$ cat src/rtl/conv_pkg.sv
`default_nettype none
// ============================================================================
//  Module      : conv_pkg
//  Description : Shared types and helpers for the windowed convolution MAC:
//                FSM state encoding, accumulator width rule and the
//                shift / optional-ReLU / saturate output helper.
//  Revision    : 1.0 - initial release
// ============================================================================
package conv_pkg;

    typedef enum logic [1:0] {
        IDLE = 2'd0,
        MAC  = 2'd1,
        DONE = 2'd2
    } state_t;

    // Full-precision accumulator width: one product plus growth for N taps.
    function automatic int acc_width(input int size, input int width);
        return 2 * width + $clog2(size * size);
    endfunction

    // Arithmetic right shift, optional clamp of negatives to zero, then signed
    // saturation into an out_w-bit range. Works on a 64-bit container so the
    // same helper serves every accumulator width up to 64 bits.
    function automatic logic signed [63:0] shift_sat(
        input logic signed [63:0] val,
        input int                 shift,
        input int                 out_w,
        input bit                 relu
    );
        logic signed [63:0] s;
        logic signed [63:0] hi;
        logic signed [63:0] lo;
        s  = val >>> shift;
        if (relu && (s < 0)) begin
            s = '0;
        end
        hi = (64'sd1 <<< (out_w - 1)) - 64'sd1;
        lo = -(64'sd1 <<< (out_w - 1));
        if (s > hi) begin
            return hi;
        end
        if (s < lo) begin
            return lo;
        end
        return s;
    endfunction

endpackage
`default_nettype wire

$ cat src/rtl/conv_mac_unit.sv
`default_nettype none
// ============================================================================
//  Module      : conv_mac_unit
//  Description : Registered signed multiply-accumulate. clear has priority
//                over en; products are sign-extended to the accumulator width
//                so nothing is truncated along the way.
//  Revision    : 1.0 - initial release
// ============================================================================
module conv_mac_unit #(
    parameter int WIDTH_BIT = 8,
    parameter int ACC_W     = 20
) (
    input  logic                        clock,
    input  logic                        nreset,
    input  logic                        clear,
    input  logic                        en,
    input  logic signed [WIDTH_BIT-1:0] a,
    input  logic signed [WIDTH_BIT-1:0] b,
    output logic signed [ACC_W-1:0]     acc
);

    logic signed [2*WIDTH_BIT-1:0] w_prod;

    assign w_prod = a * b;

    // Accumulator register: cleared on window accept, adds one product per tap.
    always_ff @(posedge clock or negedge nreset) begin
        if (!nreset) begin
            acc <= '0;
        end else if (clear) begin
            acc <= '0;
        end else if (en) begin
            acc <= acc + ACC_W'(w_prod);
        end
    end

endmodule
`default_nettype wire

$ cat src/rtl/conv_window_mac.sv
`default_nettype none
// ============================================================================
//  Module      : conv_window_mac
//  Description : Sequential SIZE x SIZE convolution. Accepts one window per
//                handshake, MACs it one tap per cycle against a runtime
//                loadable signed kernel, then shifts/saturates the result and
//                holds it on a valid/ready output.
//  Config      : CONV_RELU_EN - when defined, negative results clamp to 0.
//  Revision    : 1.0 - initial release
// ============================================================================
module conv_window_mac
    import conv_pkg::*;
#(
    parameter int SIZE      = 3,
    parameter int WIDTH_BIT = 8,
    parameter int OUT_W     = 8,
    parameter int SHIFT     = 0
) (
    input  logic                        clock,
    input  logic                        nreset,
    input  logic                        kload_valid,
    input  logic signed [WIDTH_BIT-1:0] kload_data,
    output logic                        kload_ready,
    input  logic                        in_valid,
    input  logic signed [WIDTH_BIT-1:0] in_win [SIZE][SIZE],
    output logic                        in_ready,
    output logic                        out_valid,
    output logic signed [OUT_W-1:0]     out_data,
    input  logic                        out_ready
);

    localparam int                c_N     = SIZE * SIZE;
    localparam int                c_TAP_W = $clog2(c_N);
    localparam int                c_ACC_W = acc_width(SIZE, WIDTH_BIT);
    localparam logic [c_TAP_W-1:0] c_LAST = c_TAP_W'(c_N - 1);
`ifdef CONV_RELU_EN
    localparam bit                c_RELU  = 1'b1;
`else
    localparam bit                c_RELU  = 1'b0;
`endif

    state_t                      r_state;
    state_t                      w_next;
    logic [c_TAP_W-1:0]          r_tap;
    logic [c_TAP_W-1:0]          r_kcnt;
    logic                        r_kernel_ok;
    logic signed [WIDTH_BIT-1:0] r_kern [c_N];
    logic signed [WIDTH_BIT-1:0] r_win  [c_N];
    logic signed [c_ACC_W-1:0]   w_acc;
    logic                        w_accept;
    logic                        w_kload;
    logic                        w_mac_en;
    logic                        w_last_tap;

    // A partially loaded kernel, or a coefficient waiting this cycle, blocks new windows.
    assign kload_ready = (r_state == IDLE);
    assign in_ready    = (r_state == IDLE) && r_kernel_ok && (r_kcnt == '0) && !kload_valid;
    assign w_accept    = in_valid && in_ready;
    assign w_kload     = kload_valid && kload_ready;
    assign w_mac_en    = (r_state == MAC);
    assign w_last_tap  = (r_tap == c_LAST);

    // State register.
    always_ff @(posedge clock or negedge nreset) begin
        if (!nreset) begin
            r_state <= IDLE;
        end else begin
            r_state <= w_next;
        end
    end

    // Next-state and output-valid decode.
    always_comb begin
        w_next    = r_state;
        out_valid = 1'b0;
        case (r_state)
            IDLE: begin
                if (w_accept) begin
                    w_next = MAC;
                end
            end
            MAC: begin
                if (w_last_tap) begin
                    w_next = DONE;
                end
            end
            DONE: begin
                out_valid = 1'b1;
                if (out_ready) begin
                    w_next = IDLE;
                end
            end
            default: begin
                w_next = IDLE;
            end
        endcase
    end

    // Tap index walks 0..N-1 while in MAC.
    always_ff @(posedge clock or negedge nreset) begin
        if (!nreset) begin
            r_tap <= '0;
        end else if (w_accept) begin
            r_tap <= '0;
        end else if (w_mac_en) begin
            r_tap <= w_last_tap ? '0 : r_tap + 1'b1;
        end
    end

    // Kernel load: row-major write pointer; the kernel is usable only after a full pass.
    always_ff @(posedge clock or negedge nreset) begin
        if (!nreset) begin
            for (int i = 0; i < c_N; i++) begin
                r_kern[i] <= '0;
            end
            r_kcnt      <= '0;
            r_kernel_ok <= 1'b0;
        end else if (w_kload) begin
            r_kern[r_kcnt] <= kload_data;
            if (r_kcnt == c_LAST) begin
                r_kcnt      <= '0;
                r_kernel_ok <= 1'b1;
            end else begin
                r_kcnt <= r_kcnt + 1'b1;
                if (r_kcnt == '0) begin
                    r_kernel_ok <= 1'b0;
                end
            end
        end
    end

    // Window snapshot taken at accept so the upstream may move on immediately.
    always_ff @(posedge clock or negedge nreset) begin
        if (!nreset) begin
            for (int i = 0; i < c_N; i++) begin
                r_win[i] <= '0;
            end
        end else if (w_accept) begin
            for (int r = 0; r < SIZE; r++) begin
                for (int c = 0; c < SIZE; c++) begin
                    r_win[r*SIZE + c] <= in_win[r][c];
                end
            end
        end
    end

    conv_mac_unit #(
        .WIDTH_BIT (WIDTH_BIT),
        .ACC_W     (c_ACC_W)
    ) u_mac (
        .clock  (clock),
        .nreset (nreset),
        .clear  (w_accept),
        .en     (w_mac_en),
        .a      (r_win[r_tap]),
        .b      (r_kern[r_tap]),
        .acc    (w_acc)
    );

    // The accumulator is frozen outside MAC, so the scaled result is stable while held in DONE.
    assign out_data = OUT_W'(shift_sat(64'(w_acc), SHIFT, OUT_W, c_RELU));

endmodule
`default_nettype wire
$ cat config.mk
export PLATFORM = sky130hd
export DESIGN_NAME = conv_window_mac
export DESIGN_NICKNAME = d
export VERILOG_FILES = /design/src/rtl/conv_pkg.sv /design/src/rtl/conv_mac_unit.sv /design/src/rtl/conv_window_mac.sv
export SDC_FILE = /design/constraint.sdc
export NUM_CORES = 1
export LEC_CHECK = 0
export BUFFER_PORTS_ARGS = -buffer_cell sky130_fd_sc_hd__buf_2
export CAP_MARGIN = 20
export CORE_UTILIZATION = 40
export DETAILED_ROUTE_END_ITERATION = 8
export SLEW_MARGIN = 10
export SYNTH_ARGS = -nofsm -noshare
export SYNTH_HDL_FRONTEND = slang
export SYNTH_SLANG_ARGS = --single-unit
$ cat constraint.sdc
create_clock -name clock -period 8.4 [get_ports clock]
set_clock_uncertainty 0.1 [all_clocks]
set_input_delay 0.42 -clock clock [delete_from_list [all_inputs] [get_ports clock]]
set_output_delay 0.42 -clock clock [all_outputs]
set_load 0.01 [all_outputs]
==> results of run 1 <==
==> layout make-up <==
type | count | share of cell area [%]
inverters | 108 | 3.09
well taps | 384 | 3.66
clock buffers | 19 | 3.37
repair buffers | 109 | 4.66
multi-input cells | 767 | 50.5
flip-flops and latches | 175 | 33.4
clock inverters | 13 | 1.30
==> cell usage after synthesis (all sizes together), types with 8 or more instances <==
master  count  area [sq um]
buf        18           125
nor2b       8          50.1
nand2     260           976
clkbuf     22          82.6
mux2i      20           200
nor3        8          55.1
mux4       32           721
o21a       10          75.1
inv       108           405
nor2       66           250
a21oi      24           225
dfrtp     175          4380
a31oi       8          50.1
mux2       73           822
ha         52           651
fa         88          1760
xnor2      12           105
o21ai      32           164
nand2b     13          81.3
nand3      13          65.1
==> layout by cell type, fill, tap and decap left out, drive strengths merged, types with 7 or more instances in the layout <==
cell type	n
a31oi	8
o21ai	32
fa	88
a21o	7
nor2b	8
nor3	8
buf	109
xnor2	12
dfrtp	175
nand3	13
mux4	32
clkbuf	19
nor2	66
ha	52
nand2	260
o31ai	7
o21a	10
a21oi	24
mux2i	20
nand2b	13
mux2	73
inv	114
==> sequential cells by signal (all words and copies together) (netlist names) <==
| register | flops |
|---|---|
| r_state | 2 |
| r_kern | 72 |
| r_tap | 4 |
| r_kcnt | 4 |
| r_kernel_ok | 1 |
| r_win | 72 |
| u_mac.acc | 20 |
==> metrics by stage <==
step | hold WS (ns) | cells
5_1_grt | 0.0644 | 1575
2_1_floorplan | 0.0244 | 1090
6_report | -0.0573 | 1575
3_3_place_gp | 0.352 | 1539
3_5_place_dp | 0.360 | 1541
4_1_cts | 0.0370 | 1573
==> critical path, stage by stage (launching register included) <==
cell     delay, ns
dfrtp_2       0.88
mux4_2        0.60
mux2i_1       0.24
nor2_1        0.08
a21oi_2       0.43
nor2_1        0.23
fa_1          0.62
inv_1         0.17
fa_1          0.55
inv_1         0.05
fa_1          0.51
fa_1          0.53
ha_1          0.32
ha_1          0.36
a21oi_1       0.22
nor2b_1       0.07
o21ai_0       0.36
a31oi_1       0.16
xnor2_1       0.14
o21ai_0       0.14
==> logic make-up after synthesis <==
family	count (synthesis)
AOI/OAI and AO/OA	97
buffers and inverters	148
adders and majority gates	140
xor gates and xnor gates	18
muxes	125
and+or+nand+nor	387
DFF	175
==> metal layers <==
metal / up-vias / global-route usage [%]
met5: - / 0
met4: 0 / 4.08
met3: 21 / 2.08
met2: 145 / 31.5
met1: 3991 / 27.3
li1: 3759 / -
==> final timing paths <==
| kind | from | end | slack (ns) | cells after the start |
|---|---|---|---|---|
| setup / recovery | r_tap[0] | u_mac.acc[19] | 1.54 | 19 |
| hold / removal | nreset | r_kcnt[2] | -0.06 | 1 |
| setup reg to reg | r_tap[0] | u_mac.acc[19] | 1.54 | 19 |
| hold reg to reg | r_win[43] | r_win[43] | 0.37 | 2 |
| max in group asynchronous | nreset | r_kern[3] | 6.98 | 3 |
| min in group clock | in_win[51] | r_win[51] | 0.07 | 3 |
==> results by group, run 1 <==
Clock tree
  • Skew-Pair Late Insertion Delay: 0.43 ns
  • Hold-fix buffers, CTS: 0
  • CTS root buf: clkbuf_16
  • TritonCTS clock tree: done
  • H-tree level count: 4
  • TritonCTS Buffers: 17
  • Clock transition at the registers of the reported paths: 0.07 ns
  • Setup repair bufs after CTS: 0
  • CTS Sinks: 175
  • # resized after CTS: 0
  • Longest Clk Path Bufs: 2

Critical path
  • Worst Setup Start Kind: flop
  • CP max FO: 25
  • Crit Path Class: flop to flop
  • Worst Path Arrival: 7.11 ns
  • Req. time, crit path: 8.65 ns
  • Crit. End Element: flop

STA
  • RSZ-0062 raised after global routing: no
  • Period utilization: 81.7%
  • FMAX: 146 MHz
  • Final setup TNS: 0 ns
  • Hold WS: -0.0573 ns
  • Fin. Hold Viols: 16
  • Worst slew margin: 35.1%
  • Minimum clock period after layout: 6.86 ns
  • Slew Viols, Final: 0
  • Least-Margin Pin Slew: 0.972 ns
  • Final worst slack: 1.54 ns
  • Setup Viol. Count Final: 0

Layout
  • Nets: 1403
  • Ant diodes: 0
  • Area growth syn-to-layout: 12.9%
  • Storage element area: 4380 sq um
  • Multi-input gate area: 6630 sq um
  • Fin area: 13100 sq um
  • Fin util: 45.8%
  • Layout cell share with drive strength beyond 1: 22.4%
  • Layout fillers: 2670

Drt
  • Wl on met1: 12.5 mm
  • Final wirelength: 26.6 mm
  • Initial drt markers: 447
  • Met2 wire length: 13.0 mm
  • 1st-pass router iterations: 5
  • DRC violations left: 0
  • Max Used Layer: met4
  • Routed via count: 7916
  • DR WL/cell: 16.9 microns
  • Vias per cell: 5.03
  • Metal3 WL: 765 microns
  • Routed Antenna Nets: 0

Synth
  • Number of synthesized flops with an enable pin: 0
  • Synth Flop Type: dfrtp_1
  • Post-synthesis simple-gate area fraction: 13.9%
  • Adder-cell share of the synthesized area: 20.8%
  • Post-synthesis sequential area ratio: 37.7%
  • Syn Area/Cell: 10.7 sq um
  • Cells after Synth: 1090
  • Largest family of logic cells by synthesized area: adder cells
  • Number of synthesized register bits: 175
  • Compound-gate portion of the synthesized area: 5.99%
  • XOR/XNOR share of the synthesized area: 1.36%
  • Post-Syn Nets: 1315
  • Mapped Area: 11600 sq um
  • Mux share of post-synthesis cell area: 15.0%
  • Share of flip-flops with an asynchronous set or reset: 100%
  • Yosys warns: 0
  • Cell variety after synth: 48

GRT
  • Total track usage: 19.2%
  • Vias in the first global route: 8143
  • Initial antenna violation count: 0
  • First-pass GRT wire length: 43.6 mm
  • Grt ovf: 0
  • Largest net degree at the start of global routing: 96

Floorplanning
  • Row Count: 62
  • Chip height: 172 microns
  • Initial Util: 40.6%
  • # IOs: 96
  • Die area: 29700 sq um
  • Core area: 28600 sq um
  • Die W: 172 microns

Worst hold path
  • Worst Hold Class: primary input to async pin

Run status
  • Outcome: finished, violations left
  • Violated checks: hold timing

Place
  • IO Port Bufs: 95
  • Dpl ws: 1.52 ns
  • Routability Congestion: 0.815
  • Placed instance area: 12500 sq um
  • Post-DP HPWL: 19.6 mm

Job
  • Number of max-cap violations: 0
Power of run 1 is not shown: default switching activity piles up to over one toggle a cycle in this logic, so the estimate is an artifact.
==> run 2: changes to the inputs <==
Settings changed: ABC_AREA from default to 1.
Clock period 8.4 ns to 6.3 ns, I/O delays scaled along.
==> results by group, run 2 <==
Critical path
  • Crit path largest cell delay: 0.49 ns (was 0.88 ns)
  • Worst Path Arrival: 6.12 ns (was 7.11 ns)
  • Critical path's slowest cell: fa_1 (was dfrtp_2)
  • Critical path, cell by cell: buf_12 -> nor2_1 -> nor2_1 -> o21ai_0 -> o21ai_0 -> o211ai_1 -> nand2_2 -> nand2_1 -> inv_1 -> buf_4 -> fa_1 -> inv_1 -> fa_1 -> inv_1 -> fa_1 -> fa_1 -> ha_1 -> ha_1 -> a21oi_1 -> o21ai_0 -> a21oi_1 -> nand3b_1 -> nand3_1 -> nand2_1 (was mux4_2 -> mux2i_1 -> nor2_1 -> a21oi_2 -> nor2_1 -> fa_1 -> inv_1 -> fa_1 -> inv_1 -> fa_1 -> fa_1 -> ha_1 -> ha_1 -> a21oi_1 -> nor2b_1 -> o21ai_0 -> a31oi_1 -> xnor2_1 -> o21ai_0)
  • Crit. End Element: flop (unchanged)
  • Top cell family by delay on the critical path: adder cells (unchanged)
  • CP max FO: 71 (was 25)
  • Worst Setup Start Kind: flop (unchanged)
  • Req. time, crit path: 6.53 ns (was 8.65 ns)
  • Worst path bufs/invs: 5 (was 2)
  • Most frequent cell on the critical path: fa_1 (unchanged)
  • Crit Path Class: flop to flop (unchanged)

Synth
  • Post-synthesis sequential area ratio: 36.6% (was 37.7%)
  • Top post-synthesis cells by count: nand2_1 (255), inv_1 (205), dfrtp_1 (175) (was nand2_1 (260), dfrtp_1 (175), inv_1 (107))
  • Syn Area/Cell: 9.03 sq um (was 10.7 sq um)
  • Yosys top cell area share: 36.6% (was 37.7%)
  • Synth top area cells: dfrtp_1 (37%), fa_1 (15%), nand2_1 (8.0%) (was dfrtp_1 (38%), fa_1 (15%), nand2_1 (8.4%))
  • Share of flip-flops with an asynchronous set or reset: 100% (unchanged)
  • Number of synthesized register bits: 175 (unchanged)
  • Yosys warns: 0 (unchanged)
  • Mapped Area: 12000 sq um (was 11600 sq um)
  • Cell variety after synth: 33 (was 48)
  • Most common cell in the netlist: nand2_1 (unchanged)
  • Synth Flop Type: dfrtp_1 (unchanged)
  • Post-Syn Nets: 1551 (was 1315)
  • Cells after Synth: 1326 (was 1090)
  • Largest area contributor in the netlist: dfrtp_1 (unchanged)
  • Number of synthesized flops with an enable pin: 0 (unchanged)

Layout
  • Nets: 1653 (was 1403)
  • Area growth syn-to-layout: 13.6% (was 12.9%)
  • Layout cell share with drive strength beyond 1: 16.7% (was 22.4%)
  • Most frequent cells in the layout: nand2_1 (253), inv_1 (205), dfrtp_1 (173) (was nand2_1 (259), dfrtp_1 (174), inv_1 (107))
  • Fin area: 13600 sq um (was 13100 sq um)
  • Fin util: 46.8% (was 45.8%)
  • Commonest non-fill, non-tap cell in the layout: nand2_1 (unchanged)
  • Top Registers: r_kern (72), r_win (72), u_mac.acc (20) (unchanged)
  • Layout fillers: 2815 (was 2670)

STA
  • Slew Viols, Final: 0 (unchanged)
  • Period utilization: 93.6% (was 81.7%)
  • FMAX: 170 MHz (was 146 MHz)
  • Final setup TNS: 0 ns (unchanged)
  • Final worst slack: 0.405 ns (was 1.54 ns)
  • RSZ-0062 raised after global routing: no (unchanged)
  • Least-Margin Pin Slew: 0.989 ns (was 0.972 ns)
  • Minimum clock period after layout: 5.90 ns (was 6.86 ns)
  • Setup Viol. Count Final: 0 (unchanged)
  • Worst slew margin: 33.7% (was 35.1%)
  • Fin. Hold Viols: 0 (was 16)

Drt
  • 1st-pass router iterations: 5 (unchanged)
  • Routed Antenna Nets: 0 (unchanged)
  • Initial drt markers: 666 (was 447)
  • Routed via count: 9117 (was 7916)
  • DR WL/cell: 15.7 microns (was 16.9 microns)
  • Final wirelength: 28.7 mm (was 26.6 mm)
  • DRC violations left: 0 (unchanged)
  • Vias per cell: 4.99 (was 5.03)

GRT
  • First-pass GRT wire length: 48.3 mm (was 43.6 mm)
  • Initial antenna violation count: 1 (was 0)
  • Total track usage: 20.0% (was 19.2%)
  • Vias in the first global route: 9225 (was 8143)
  • Largest net degree at the start of global routing: 72 (was 96)
  • Grt ovf: 0 (unchanged)

Floorplanning
  • Chip height: 175 microns (was 172 microns)
  • Die W: 175 microns (was 172 microns)
  • Initial Util: 41.2% (was 40.6%)
  • Die area: 30600 sq um (was 29700 sq um)
  • Row Count: 62 (unchanged)
  • Core area: 29100 sq um (was 28600 sq um)
  • # IOs: 96 (unchanged)

Clock tree
  • TritonCTS Buffers: 17 (unchanged)
  • H-tree level count: 4 (unchanged)
  • Skew-Pair Late Insertion Delay: 0.44 ns (was 0.43 ns)
  • TritonCTS clock tree: done (unchanged)
  • CTS Sinks: 175 (unchanged)
  • Clock transition at the registers of the reported paths: 0.07 ns (about the same)
  • CTS root buf: clkbuf_16 (unchanged)
  • Longest Clk Path Bufs: 2 (unchanged)

Place
  • Dpl ws: 0.361 ns (was 1.52 ns)
  • Post-DP HPWL: 21.8 mm (was 19.6 mm)
  • IO Port Bufs: 95 (unchanged)
  • Routability Congestion: 0.885 (was 0.815)
  • Placed instance area: 12900 sq um (was 12500 sq um)

Job
  • Number of max-cap violations: 0 (unchanged)

Run status
  • Outcome: completed (was finished, violations left)

Worst hold path
  • Worst Hold Class: primary input to flop (was primary input to async pin)
==> run 2: metrics by stage <==
stage               std cells  hold slack [ns]
detailed placement       1779            0.159
CTS                      1823         0.000974
finish                   1826           0.0145
global placement         1779            0.157
global route             1826          0.00229
floorplan                1326          -0.0806
==> run 2: path summary, 6_finish.rpt <==
path	start	end	slack, ns	cells past startpoint
worst max register to register	r_tap[0]	u_mac.acc[18]	0.40	24
worst min-delay path	in_win[24]	r_win[24]	0.01	2
min in group asynchronous	nreset	r_kern[34]	0.26	2
max in group asynchronous	nreset	r_tap[0]	4.57	3
worst max-delay path	r_tap[0]	u_mac.acc[18]	0.40	24
worst min register to register	r_kern[48]	r_kern[48]	0.38	2
==> run 2: metal layers <==
metal	up-vias	track usage (%)	share of wire (%)	routed length [microns]
li1	4434	-	-	-
met1	4480	27.9	47	13600
met2	178	32.8	48	13700
met3	25	2.68	3.4	976
met4	0	5.33	1.4	393
met5	-	0	0	0
==> run 2: logic make-up (layout without fill, tap and decap cells) <==
| logic type | after synthesis | after routing | synth area share, % |
|---|---|---|---|
| AND/OR/NAND/NOR | 444 | 444 | 15.0 |
| flip-flops | 175 | 175 | 36.6 |
| buffers and inverters | 259 | 374 | 8.84 |
| XOR/XNOR | 5 | 5 | 0.366 |
| AO/OA/AOI/OAI | 231 | 231 | 10.5 |
| multiplexers | 72 | 72 | 8.62 |
| other | 0 | 1 | 0 |
| adder cells (fa/ha/maj) | 140 | 140 | 20.1 |
==> run 2: layout make-up <==
class | count | area (sq um) | area share, %
diodes | 1 | 2.50 | 0.0184
inverters | 214 | 807 | 5.93
repair buffers | 128 | 776 | 5.70
multi-input cells | 892 | 6560 | 48.2
flip-flops and latches | 175 | 4380 | 32.2
clock buffers | 17 | 425 | 3.13
well taps | 384 | 480 | 3.53
clock inverters | 15 | 175 | 1.29
==> run 2: worst reg2reg max path, stage by stage, from the launching register on <==
cell      delay (ns)
dfrtp_2         0.43
buf_12          0.20
nor2_1          0.15
nor2_1          0.04
o21ai_0         0.07
o21ai_0         0.10
o211ai_1        0.27
nand2_2         0.21
nand2_1         0.19
inv_1           0.14
buf_4           0.22
fa_1            0.49
inv_1           0.05
fa_1            0.49
inv_1           0.05
fa_1            0.46
fa_1            0.49
ha_1            0.32
ha_1            0.38
a21oi_1         0.31
o21ai_0         0.17
a21oi_1         0.22
nand3b_1        0.10
nand3_1         0.09
nand2_1         0.05
==> run 2: repair_timing <==
item,CTS,global route
gates resized for setup,0,5
setup buffers,0,2
endpoints found under the setup margin,0,5
hold buffers,12,0
endpoints found under the hold margin,52,0
Power of run 2 is left out for the same reason.
==> run 3: changes to the inputs <==
Settings changed: PLACE_DENSITY from default to 0.69, SLEW_MARGIN 10 to 20.
==> results by group, run 3 (synthesis gave the netlist of run 2 again) <==
Critical path
  • Setup crit end: u_mac.acc[19] (was u_mac.acc[18])
  • Crit. End Element: flop (unchanged)
  • Req. time, crit path: 6.54 ns (was 6.53 ns)
  • Crit Path Class: flop to flop (unchanged)
  • RR Endpoint: u_mac.acc[19] (was u_mac.acc[18])
  • R2r setup slk: 0.35 ns (was 0.40 ns)
  • Worst Setup Start Kind: flop (unchanged)
  • CP max FO: 23 (was 71)
  • Crit. Startpoint: r_tap[1] (was r_tap[0])
  • Worst Path Arrival: 6.19 ns (was 6.12 ns)
  • RR Startpoint: r_tap[1] (was r_tap[0])
  • Worst r2r path cells: 25 (was 24)

STA
  • FMAX: 168 MHz (was 170 MHz)
  • Least-Margin Pin Slew: 0.965 ns (was 0.989 ns)
  • Minimum clock period after layout: 5.95 ns (was 5.90 ns)
  • Final setup TNS: 0 ns (unchanged)
  • Fin. Hold Viols: 0 (unchanged)
  • RSZ-0062 raised after global routing: no (unchanged)
  • Worst slew margin: 35.4% (was 33.7%)
  • Period utilization: 94.4% (was 93.6%)
  • Setup Viol. Count Final: 0 (unchanged)
  • Slew Viols, Final: 0 (unchanged)

GRT
  • Met3 usage: 3.31% (was 2.68%)
  • Largest net degree at the start of global routing: 73 (was 72)
  • Met2 GRT Util: 32.0% (was 32.8%)
  • Met1 Track Usage GR: 27.5% (was 27.9%)
  • Grt ovf: 0 (unchanged)
  • Initial antenna violation count: 0 (was 1)
  • First-pass GRT wire length: 48.0 mm (was 48.3 mm)
  • Global routing's busiest layer: met2 (unchanged)
  • Vias in the first global route: 9379 (was 9225)
  • Total track usage: 19.7% (was 20.0%)

Drt
  • Routed via count: 9296 (was 9117)
  • 1st-pass router iterations: 5 (unchanged)
  • DRC violations left: 0 (unchanged)
  • Routed Antenna Nets: 0 (unchanged)
  • Initial drt markers: 710 (was 666)
  • Final wirelength: 28.8 mm (was 28.7 mm)
  • Vias per cell: 5.05 (was 4.99)
  • DR WL/cell: 15.7 microns (about the same)

Place
  • IO Port Bufs: 95 (unchanged)
  • Post-DP HPWL: 21.2 mm (was 21.8 mm)
  • Routability Congestion: 0.878 (was 0.885)

Layout
  • Layout fillers: 2735 (was 2815)
  • Most frequent cells in the layout: nand2_1 (253), inv_1 (203), dfrtp_1 (173) (was nand2_1 (253), inv_1 (205), dfrtp_1 (173))
  • Nets: 1668 (was 1653)
  • Ant diodes: 0 (was 1)
  • Commonest non-fill, non-tap cell in the layout: nand2_1 (unchanged)
  • Layout cell share with drive strength beyond 1: 17.1% (was 16.7%)
  • Top Registers: r_kern (72), r_win (72), u_mac.acc (20) (unchanged)
  • Area growth syn-to-layout: 15.0% (was 13.6%)

Floorplanning
  • Chip height: 175 microns (unchanged)
  • Row Count: 62 (unchanged)
  • # IOs: 96 (unchanged)
  • Die W: 175 microns (unchanged)
  • Core area: 29100 sq um (unchanged)
  • Die area: 30600 sq um (unchanged)
  • Initial Util: 41.2% (unchanged)

Job
  • Number of max-cap violations: 0 (unchanged)

Clock tree
  • Skew-Pair Late Insertion Delay: 0.45 ns (was 0.44 ns)
  • Longest Clk Path Bufs: 2 (unchanged)
  • CTS root buf: clkbuf_16 (unchanged)
  • H-tree level count: 4 (unchanged)
  • CTS Sinks: 175 (unchanged)
  • TritonCTS clock tree: done (unchanged)
  • TritonCTS Buffers: 17 (unchanged)
  • Clock transition at the registers of the reported paths: 0.08 ns (was 0.07 ns)

Worst hold path
  • Worst Hold Class: primary input to flop (unchanged)

Run status
  • Outcome: completed (unchanged)
run 3: cell types whose count changed in the layout (fill, tap and decap cells not counted), moves of 2 or more:
cell	delta
inv_8	-2
clkinv_8	+6
fa_2	+2
dlygate4sd3_1	+11
buf_4	+4
fa_1	-2
inv_1	-2
clkinv_2	-2
bufinv_16	-2
run 3: routing by layer:
metal  vias up  routed length, microns
li1       4463                       -
met4         0                     339
met2       247                   13700
met1      4558                   13400
met3        28                    1450
met5         -                       0
run 3: critical path: stages (launching register included):
cell and delay, ns:
dfrtp_4 0.59, clkinvlp_4 0.29, nand3_1 0.16, inv_2 0.14
nand2_1 0.13, nand2_1 0.18, nand2_1 0.11, inv_1 0.10
fa_2 0.56, inv_1 0.14, fa_2 0.65, inv_1 0.13
fa_1 0.56, inv_1 0.06, fa_1 0.53, inv_1 0.04
ha_1 0.28, ha_1 0.38, nand2_1 0.10, nor2_1 0.14
and2_1 0.14, nand2_1 0.05, nand2_1 0.08, nand3_1 0.08
nand3_1 0.08, nand2_1 0.04
run 3: what timing repair did:
| item | in CTS | in global routing |
|---|---|---|
| setup endpoints to repair | 0 | 11 |
| setup buffers | 0 | 8 |
| hold endpoints to repair | 89 | 3 |
| resized for setup | 0 | 11 |
| hold buffers | 20 | 3 |
run 3: worst min-delay path by stage:
stage                              from         to  slack (ns)  depth (start not counted)
after floorplan                  nreset  r_kcnt[0]       -0.08                          0
after global placement           nreset  r_win[18]        0.31                          1
after detailed placement         nreset  r_win[27]        0.30                          1
after CTS                 kload_data[1]  r_kern[9]      0.0001                          3
after global routing         in_win[34]  r_win[34]       0.001                          2
final                     kload_data[1]  r_kern[9]       0.002                          3
run 3: cell type report:
class / instances / area (sq um) / share of cell area [%]
clock buffers: 17 / 425 / 3.09
clock inverters: 15 / 190 / 1.38
inverters: 214 / 818 / 5.94
multi-input cells: 892 / 6560 / 47.6
flip-flops and latches: 175 / 4380 / 31.8
well taps: 384 / 480 / 3.49
repair buffers: 143 / 916 / 6.65
run 3: stage by stage:
stage / utilization, % / area (sq um) / hold WS [ns] / worst slack (ns) / std cells
global route: 47.4 / 13800 / 0.00144 / 0.0249 / 1840
floorplan: - / 12000 / -0.0806 / 1.01 / 1326
finish: 47.4 / 13800 / 0.00228 / 0.350 / 1840
detailed placement: 44.1 / 12800 / 0.300 / 0.122 / 1777
CTS: 46.9 / 13700 / 0.000114 / 0.0904 / 1829
global placement: 44.1 / 12800 / 0.308 / 0.255 / 1777
Power of run 3 is left out for the same reason.
